## config.mk

```make
export PLATFORM = sky130hd
export DESIGN_NAME = retire_trace_monitor
export DESIGN_NICKNAME = d
export VERILOG_FILES = /design/src/rtl/trace_pkg.sv /design/src/rtl/trace_fifo.sv /design/src/rtl/retire_trace_monitor.sv
export SDC_FILE = /design/constraint.sdc
export NUM_CORES = 2
export LEC_CHECK = 0
export ABC_AREA = 0
export CAP_MARGIN = 40
export CORE_ASPECT_RATIO = 1.5
export CORE_MARGIN = 2
export CORE_UTILIZATION = 30
export CTS_BUF_LIST = sky130_fd_sc_hd__clkbuf_8
export CTS_CLUSTER_DIAMETER = 100
export DETAILED_ROUTE_END_ITERATION = 7
export PLACE_DENSITY = 0.42
export SYNTH_ARGS = -nofsm -noshare
export SYNTH_HDL_FRONTEND = slang
export SYNTH_HIERARCHICAL = 1
export SYNTH_SLANG_ARGS = --single-unit
```

## constraint.sdc

```tcl
create_clock -name clk -period 10.4 [get_ports clk]
set_input_delay 1.56 -clock clk [delete_from_list [all_inputs] [get_ports clk]]
set_output_delay 1.56 -clock clk [all_outputs]
set_load 0.02 [all_outputs]
```

## src/rtl/trace_pkg.sv

```systemverilog
// Shared types for the retirement tracer: record kinds, the trace record
// layout and the monitor state encoding.
package trace_pkg;

   localparam int TR_DATA_W = 16;
   localparam int TR_REG_W  = 4;
   localparam int TR_CNT_W  = 32;

   typedef enum logic [2:0] {
      NOP   = 3'd0,
      REG   = 3'd1,
      LOAD  = 3'd2,
      STORE = 3'd3,
      HALT  = 3'd4
   } rec_kind_t;

   typedef struct packed {
      logic [TR_CNT_W-1:0]  inum;
      logic [TR_DATA_W-1:0] pc;
      rec_kind_t            kind;
      logic [TR_REG_W-1:0]  regIdx;
      logic [TR_DATA_W-1:0] value;
      logic [TR_DATA_W-1:0] addr;
   } trace_rec_t;

   typedef enum logic [1:0] {
      RUN   = 2'd0,
      DRAIN = 2'd1,
      DONE  = 2'd2
   } mon_state_t;

   // Halt outranks everything; a load is a register write that also read memory.
   function automatic rec_kind_t classify(input logic regWrite, input logic memRead,
                                          input logic memWrite, input logic halt);
      if (halt)                 return HALT;
      if (regWrite && memRead)  return LOAD;
      if (regWrite)             return REG;
      if (memWrite)             return STORE;
      return NOP;
   endfunction

endpackage

```

## src/rtl/trace_fifo.sv

```systemverilog
// Show-ahead synchronous FIFO of trace records; pointers carry one extra
// wrap bit so full and empty are distinguishable without a counter.
module trace_fifo
   import trace_pkg::*;
#(
   parameter int DEPTH = 16
) (
   input  logic                     clk,
   input  logic                     rst_n,
   input  logic                     push,
   input  logic                     pop,
   input  trace_rec_t               wrRec,
   output trace_rec_t               headRec,
   output logic                     full,
   output logic                     empty,
   output logic [$clog2(DEPTH):0]   count
);

   localparam int AW = $clog2(DEPTH);

   trace_rec_t     mem [DEPTH];
   logic [AW:0]    wrPtrReg;
   logic [AW:0]    rdPtrReg;

   always_ff @(posedge clk or negedge rst_n) begin
      if (!rst_n) begin
         wrPtrReg <= '0;
         rdPtrReg <= '0;
      end else begin
         if (push) wrPtrReg <= wrPtrReg + (AW+1)'(1);
         if (pop)  rdPtrReg <= rdPtrReg + (AW+1)'(1);
      end
   end

   // Storage carries no reset so it can map onto plain RAM.
   always_ff @(posedge clk) begin
      if (push) mem[wrPtrReg[AW-1:0]] <= wrRec;
   end

   assign headRec = mem[rdPtrReg[AW-1:0]];
   assign empty   = (wrPtrReg == rdPtrReg);
   assign full    = (wrPtrReg[AW-1:0] == rdPtrReg[AW-1:0]) && (wrPtrReg[AW] != rdPtrReg[AW]);
   assign count   = wrPtrReg - rdPtrReg;

endmodule

```

## src/rtl/retire_trace_monitor.sv

```systemverilog
// Turns per-cycle commit signals into numbered trace records, buffers them
// for a valid/ready reader, and tracks cycles, retires, drops, halt and watchdog.
module retire_trace_monitor
   import trace_pkg::*;
#(
   parameter int DEPTH   = 16,
   parameter int DATA_W  = 16,
   parameter int REG_W   = 4,
   parameter int CNT_W   = 32,
   parameter int TIMEOUT = 100000
) (
   input  logic              clk,
   input  logic              rst_n,
   input  logic              ret_valid,
   input  logic [DATA_W-1:0] ret_pc,
   input  logic              ret_regwrite,
   input  logic              ret_memread,
   input  logic              ret_memwrite,
   input  logic              ret_halt,
   input  logic [REG_W-1:0]  ret_wreg,
   input  logic [DATA_W-1:0] ret_wdata,
   input  logic [DATA_W-1:0] ret_addr,
   input  logic [DATA_W-1:0] ret_mdata,
   output logic              rd_valid,
   input  logic              rd_ready,
   output logic [CNT_W-1:0]  rd_inum,
   output logic [DATA_W-1:0] rd_pc,
   output logic [2:0]        rd_kind,
   output logic [REG_W-1:0]  rd_reg,
   output logic [DATA_W-1:0] rd_value,
   output logic [DATA_W-1:0] rd_addr,
   output logic [CNT_W-1:0]  cycle_count,
   output logic [CNT_W-1:0]  inst_count,
   output logic [CNT_W-1:0]  drop_count,
   output logic              halted,
   output logic              timeout,
   output logic              overflow,
   output logic              done
);

   localparam int              PW      = $clog2(DEPTH) + 1;
   localparam logic [CNT_W-1:0] CNT_MAX = '1;

   mon_state_t       stateReg, stateNext;
   logic [CNT_W-1:0] cycleReg, instReg, dropReg;
   logic             haltedReg, timeoutReg, overflowReg;

   trace_rec_t       wrRec, headRec;
   logic             full, empty, push, pop, capture, dropRec, timeoutHit, haltRetire;
   logic [PW-1:0]    fifoCount;

   assign capture    = ret_valid && (stateReg == RUN);
   assign haltRetire = capture && ret_halt;
   assign pop        = !empty && rd_ready;
   // A full FIFO still takes the record when the head leaves in the same edge.
   assign push       = capture && (!full || pop);
   assign dropRec    = capture && full && !pop;
   assign timeoutHit = (TIMEOUT != 0) && (cycleReg == CNT_W'(TIMEOUT));

   always_comb begin
      wrRec      = '0;
      wrRec.inum = TR_CNT_W'(instReg);
      wrRec.pc   = TR_DATA_W'(ret_pc);
      wrRec.kind = classify(ret_regwrite, ret_memread, ret_memwrite, ret_halt);
      unique case (wrRec.kind)
         LOAD: begin
            wrRec.regIdx = TR_REG_W'(ret_wreg);
            wrRec.value  = TR_DATA_W'(ret_wdata);
            wrRec.addr   = TR_DATA_W'(ret_addr);
         end
         REG: begin
            wrRec.regIdx = TR_REG_W'(ret_wreg);
            wrRec.value  = TR_DATA_W'(ret_wdata);
         end
         STORE: begin
            wrRec.value  = TR_DATA_W'(ret_mdata);
            wrRec.addr   = TR_DATA_W'(ret_addr);
         end
         default: ;
      endcase
   end

   trace_fifo #(.DEPTH(DEPTH)) fifo (
      .clk     (clk),
      .rst_n   (rst_n),
      .push    (push),
      .pop     (pop),
      .wrRec   (wrRec),
      .headRec (headRec),
      .full    (full),
      .empty   (empty),
      .count   (fifoCount)
   );

   always_comb begin
      stateNext = stateReg;
      unique case (stateReg)
         RUN: begin
            if (haltRetire || timeoutHit) stateNext = DRAIN;
         end
         // Look ahead at the last pop so done follows it by exactly one cycle.
         DRAIN: begin
            if (empty || (pop && fifoCount == PW'(1))) stateNext = DONE;
         end
         default: stateNext = DONE;
      endcase
   end

   always_ff @(posedge clk or negedge rst_n) begin
      if (!rst_n) begin
         stateReg    <= RUN;
         cycleReg    <= '0;
         instReg     <= '0;
         dropReg     <= '0;
         haltedReg   <= 1'b0;
         timeoutReg  <= 1'b0;
         overflowReg <= 1'b0;
      end else begin
         stateReg <= stateNext;
         if (stateReg == RUN) begin
            if (cycleReg != CNT_MAX) cycleReg <= cycleReg + CNT_W'(1);
            if (ret_valid && instReg != CNT_MAX) instReg <= instReg + CNT_W'(1);
            if (haltRetire)      haltedReg  <= 1'b1;
            else if (timeoutHit) timeoutReg <= 1'b1;
         end
         if (dropRec) begin
            overflowReg <= 1'b1;
            if (dropReg != CNT_MAX) dropReg <= dropReg + CNT_W'(1);
         end
      end
   end

   assign rd_valid    = !empty;
   assign rd_inum     = rd_valid ? CNT_W'(headRec.inum)    : '0;
   assign rd_pc       = rd_valid ? DATA_W'(headRec.pc)     : '0;
   assign rd_kind     = rd_valid ? headRec.kind            : 3'd0;
   assign rd_reg      = rd_valid ? REG_W'(headRec.regIdx)  : '0;
   assign rd_value    = rd_valid ? DATA_W'(headRec.value)  : '0;
   assign rd_addr     = rd_valid ? DATA_W'(headRec.addr)   : '0;
   assign cycle_count = cycleReg;
   assign inst_count  = instReg;
   assign drop_count  = dropReg;
   assign halted      = haltedReg;
   assign timeout     = timeoutReg;
   assign overflow    = overflowReg;
   assign done        = (stateReg == DONE);

endmodule
```

# [After elaboration in Yosys (flattened, before gate mapping)]
# Memories as Yosys holds them, arrays and structs flattened.
# Index checks and enable logic that the tools add are counted.
[op_classes] bitwise=1 reduce_logical=25 add_sub_neg=6 muxes=32 n_eq_ne=15
[ops] operator="$add A32 B1 Y32 const B" n=3
[ops] operator="$ne A32 B32 Y1 const B" n=3
[ops] operator="$mux W16" n=4
[ops] operator="$eq A32 B17 Y1 const B" n=1
[ops] operator="$mux W32" n=1
[ops] operator="$pmux W16 S2" n=1
[ops] operator="$mux W3" n=9
[ops] operator="$mux W1" n=12
[ops] operator="$add A5 B1 Y5 const B" n=2
[ops] operator="$logic_and A1 B1 Y1" n=10
[ops] operator="$reduce_and A2 Y1" n=5
[ops] operator="$mux W4" n=2
[ops] operator="$eq A3 B2 Y1 const B" n=2
[ops] operator="$eq A5 B1 Y1 const B" n=1
[ops] operator="$eq A5 B5 Y1" n=1
[ops] operator="$sub A5 B5 Y5" n=1
[ops] operator="$eq A4 B4 Y1" n=1
[ops] operator="$mux W2" n=2
[ops] operator="$pmux W2 S2" n=1
[ops] operator="$reduce_or A2 Y1" n=2
[ops] operator="$eq A3 B1 Y1 const B" n=1
[ops] operator="$logic_not A1 Y1" n=3
[ops] operator="$logic_or A1 B1 Y1" n=3
[ops] operator="$reduce_and A3 Y1" n=1
[ops] operator="other kinds (7)" n=7
[totals] n_memories=1 mem_bits_rw=1392 wordCells=89 regBits=111 out_inout_bits=188 inputBits=76
[mem_list] memory="fifo.mem" words=16 word_bits=87 read_ports=1 rd_ports_with_merged_regs=0 wr=1 line_no="trace_fifo.sv:21" source="trace_rec_t mem [DEPTH];"

# [Logic depth before layout (Yosys ltp)]
[depth] word_depth=15 ltp_mapped=15

# [Hierarchy]
# The synthesis kept the hierarchy.
[by_module_without_submodules] mod="trace_fifo" instances=1 seq_area_each_um2=42050.3 area_each_um2=53646.5 cells_each=2395
[by_module_without_submodules] mod="retire_trace_monitor" instances=1 seq_area_each_um2=2527.4 area_each_um2=6018.3 cells_each=627

# [Least setup slack after synthesis]
# Ideal clock, no wire load.
[synth_timing] path_type="reg2reg" start="reg fifo.rdPtrReg[2]" end="mem fifo/mem[3][0] (netlist bit), enable pin" period_less_slack_ps=9053 setup_time_ps=639 path_buffers=5 t_arrival_ps=8414 path_stages_with_launch=14 setup_slack_ps=1347 cell_sequence="dfrtp_1 -> buf_2 -> buf_1 -> buf_2 -> inv_1 -> ha_1 -> nand4_1 -> nor2_1 -> clkbuf_1 -> nand2b_1 -> a21oi_1 -> clkbuf_1 -> nand2_1 -> nor3_1"
[synth_between] elab_chain_cells=7
[synth_lines] element="start: declaration" line_no="trace_fifo.sv:23" source="logic [AW:0] rdPtrReg;"
[synth_lines] element="start signal: assignment" line_no="trace_fifo.sv:31" source="if (pop) rdPtrReg <= rdPtrReg + (AW+1)'(1);"
[synth_lines] element="$eq A5 B5 Y1" line_no="trace_fifo.sv:41" source="assign empty = (wrPtrReg == rdPtrReg);"
[synth_lines] element="via empty" line_no="retire_trace_monitor.sv:49" source="logic full, empty, push, pop, capture, dropRec, timeoutHit, haltRetire;"
[synth_lines] element="$logic_not A1 Y1" line_no="retire_trace_monitor.sv:54" source="assign pop = !empty && rd_ready;"
[synth_lines] element="$logic_and A1 B1 Y1" line_no="retire_trace_monitor.sv:54"
[synth_lines] element="$logic_or A1 B1 Y1" line_no="retire_trace_monitor.sv:56" source="assign push = capture && (!full || pop);"
[synth_lines] element="$logic_and A1 B1 Y1" line_no="retire_trace_monitor.sv:56"
[synth_lines] element="via push" line_no="retire_trace_monitor.sv:49"
[synth_lines] element="$mux W1" line_no="trace_fifo.sv:37" source="if (push) mem[wrPtrReg[AW-1:0]] <= wrRec;"
[synth_lines] element="$mux W1 (implied by the code)" line_no="trace_fifo.sv:37"
[synth_lines] element="end: declaration" line_no="trace_fifo.sv:21"
# The timed path passes the listed nets, and every way through them passes these cells.

==> results.md <==
- DRC Markers: 0
- Vias in the first global route: ~33000
- TritonCTS Buffers: 241
- Total core area: 198000 sq um
- Syn Area/Cell: around 20 sq um
- Die ar.: 203000 sq um
- Critical path required time: 8840 ps
- Max-cap violations: 0
- Tot GR Track Use: 16.2%
- Peak supply drop: 189 uV
- Post-synth top flop: edfxtp_1
- Status: completed
- Final setup fails: 0
- Pleak: 0.0235 uW
- Slowest stage delay, CP: 830 ps
- Element type at the critical path end: primary output
- Gpl congestion: slightly above 0.7
- Number of synthesized flops with an enable pin: 1392
- Setup Skew: 77.0 ps
- Die extent in x: 368 microns
- # IOs: 264
- Post-Syn Nets: 3112
- Most frequent cells in the layout: 1392 x edfxtp_1, 262 x clkdlybuf4s50_1, 261 x mux4_2, 261 x mux2i_1, 247 x clkbuf_8
- Async S/R FF share, synth: 7.39%
- Startpoint Class: register
- Initial antenna violation count: 10
- # fillers: 18700
- # Post-CTS Setup Buffers: 0
- Most common cell after layout, fill and taps aside: edfxtp_1
- Final worst-path cycle share: 62.4%
- Worst Hold Class: reg -> reg
- CTS Buffer Depth: 4
- Syn Std Cell Area: roughly 60000 sq um
- Post-Syn Instances: 3022
- Total grt overflow: 0
- Post-route antenna net violation count: 0
- DRT Pass-1 Iters: 5
- Yosys Warn Count: 6
- Maximum fanout along the worst path: 41
- Clock transition at the registers of the reported paths: roughly 70 ps
- Finished Layout Cells: roughly 6200
- Synth unique cells: 56
- Max-slew headroom: roughly two fifths
- Buffers on Ports: approximately 260
- CTS Hold Bufs: 0
- Met1 Usage GRT: 21.1%
- Actual slew at the worst max-slew pin: between 900 and 1000 ps
- Initial core utilization: 30.2%
- Hpwl dp: between 80000 and 90000 microns
- DR WL/cell: 26.6 microns
- Nets@finish: 3518
- Placed cell area: 65500 sq um
- Crit Path Category: reg -> out
- Finished Cell Area: 69900 sq um
- First-pass GRT wire length: 238000 microns
- Data arrival, critical path: 4930 ps
- Post-placement cell count: 5811
- Fmax: 154 MHz
- Sum Neg Setup Slack: 0 ps
- Vias: a little over 30000
- CP bufs+invs: 5
- CP top delay family: buffers and inverters
- WL final: 166000 microns
- Initial DRC Count: roughly 2000
- Largest net degree at the start of global routing: between 100 and 150
- Worst path most repeated cell: buf_4
- Period minus WS final: 6490 ps
- Clock root buffer master: clkbuf_8
- Htree depth: 4
- Sequential share of the synthesized area: 74.7%
- Post-synthesis register bit count: 1503
- Post-synth top area share: 70.1%
- Cell Chain, Critical Path: buf_4 -> buf_16 -> buf_4 -> buf_12 -> mux4_2 -> o21ai_1 -> o21ai_0 -> nor2b_1 -> clkdlybuf4s50_1
- GR Util met2: between 20% and 30%
- CTS tree: done
- Met3 usage: 3.12%
- Clock sink count: 1503
- Num rows: 200
- Critical path's slowest cell: dfrtp_4
- Ranking of synthesized cells by area: edfxtp_1 70%, mux4_2 9.9%, dfrtp_1 4.7%
- Clk_lat worst skew: 960 ps
- Post-CTS Resized: 0
- Count of final max-slew check failures: 0
- Synthesis-to-finish area growth: 17.2%
- Share of cells above drive strength 1: 19.2%
- Busiest grt layer: met2
- Die height: 550 microns
- Cell taking the most area after synthesis: edfxtp_1
- PwrDens: 249 nW/um^2
- Unrepaired setup endpoints after global routing: no
- Final Hold Fails: 0
- Number of vias per cell: 4.85
-- registers in the layout, summed over array words and instances (netlist names) --
name	flops
overflow	1
stateReg	2
drop_count	32
timeout	1
fifo/mem	1392
fifo/wrPtrReg	5
halted	1
fifo/rdPtrReg	5
inst_count	32
cycle_count	32
-- report_power, final --
group | internal [uW] | switching, uW
clock network | 2440 | 2360
registers | 6800 | 220
logic | 2420 | 3190
total | 11700 | 5770
-- kinds of logic (layout without fill, tap and decap cells) --
family	after synthesis	count (layout)	synth area share [%]
flops	1503	1503	74.7
mux	526	526	14.3
simple gates	363	363	3.54
compound gates	302	302	3.27
buf+inv	212	809	2.36
xor+xnor	102	102	1.50
fa+ha+maj	14	14	0.306
other cells	0	4	0
-- synthesized netlist by cell type, types with 19 or more instances --
cell	count
mux4_2	261
mux2i_1	261
a221oi_1	87
and2_1	26
nand4_1	49
nor2_1	39
buf_6	34
xnor2_1	78
nor2b_1	90
inv_1	19
buf_2	32
o21ai_0	78
nand3_1	37
o21ai_1	99
dfrtp_1	111
edfxtp_1	1392
nand2_1	41
clkbuf_1	74
xor2_1	24
buf_4	34
-- area by class of cell --
cell class | count | area [sq um] | share of cell area [%]
Sequential cell | 1503 | 44600 | 63.8
Multi-Input combinational cell | 1307 | 13800 | 19.7
Timing Repair Buffer | 355 | 3740 | 5.35
Clock buffer | 247 | 3400 | 4.86
Tap cell | 2626 | 3290 | 4.70
Clock inverter | 187 | 1020 | 1.46
Inverter | 20 | 77.6 | 0.111
Antenna cell | 4 | 10.0 | 0.0143
-- stage by stage --
step	total power [uW]	util, %	setup slack [ps]	hold slack (ps)
after floorplan	10700	-	1350	462
final	17400	35.4	3910	471
after detailed placement	12900	33.1	4680	462
after global routing	18300	35.4	3540	482
after global placement	12900	32.9	4160	453
after CTS	17800	35.4	3630	443
-- routing by layer --
metal / vias to the layer above / wire, microns
met3: 246 / 7910
met2: 718 / 82900
li1: 13100 / -
met4: 4 / 3200
met1: 16200 / 72300
met5: - / 29
-- final timing paths --
path,slack (ps),depth (start not counted),startpoint,end
hold reg to reg,470,1,halted$_DFFE_PN0P_,halted$_DFFE_PN0P_
max in group asynchronous,8450,3,rst_n,fifo/rdPtrReg[2]$_DFFE_PN0P_
setup reg to reg,5100,12,fifo/rdPtrReg[2]$_DFFE_PN0P_,fifo/mem[0][53]$_DFFE_PP_
hold / removal,470,1,halted$_DFFE_PN0P_,halted$_DFFE_PN0P_
setup / recovery,3910,9,fifo/rdPtrReg[0]$_DFFE_PN0P_,rd_pc[5]
min in group asynchronous,520,1,rst_n,overflow$_DFFE_PN0P_
Power figures use the tool's default switching activity.
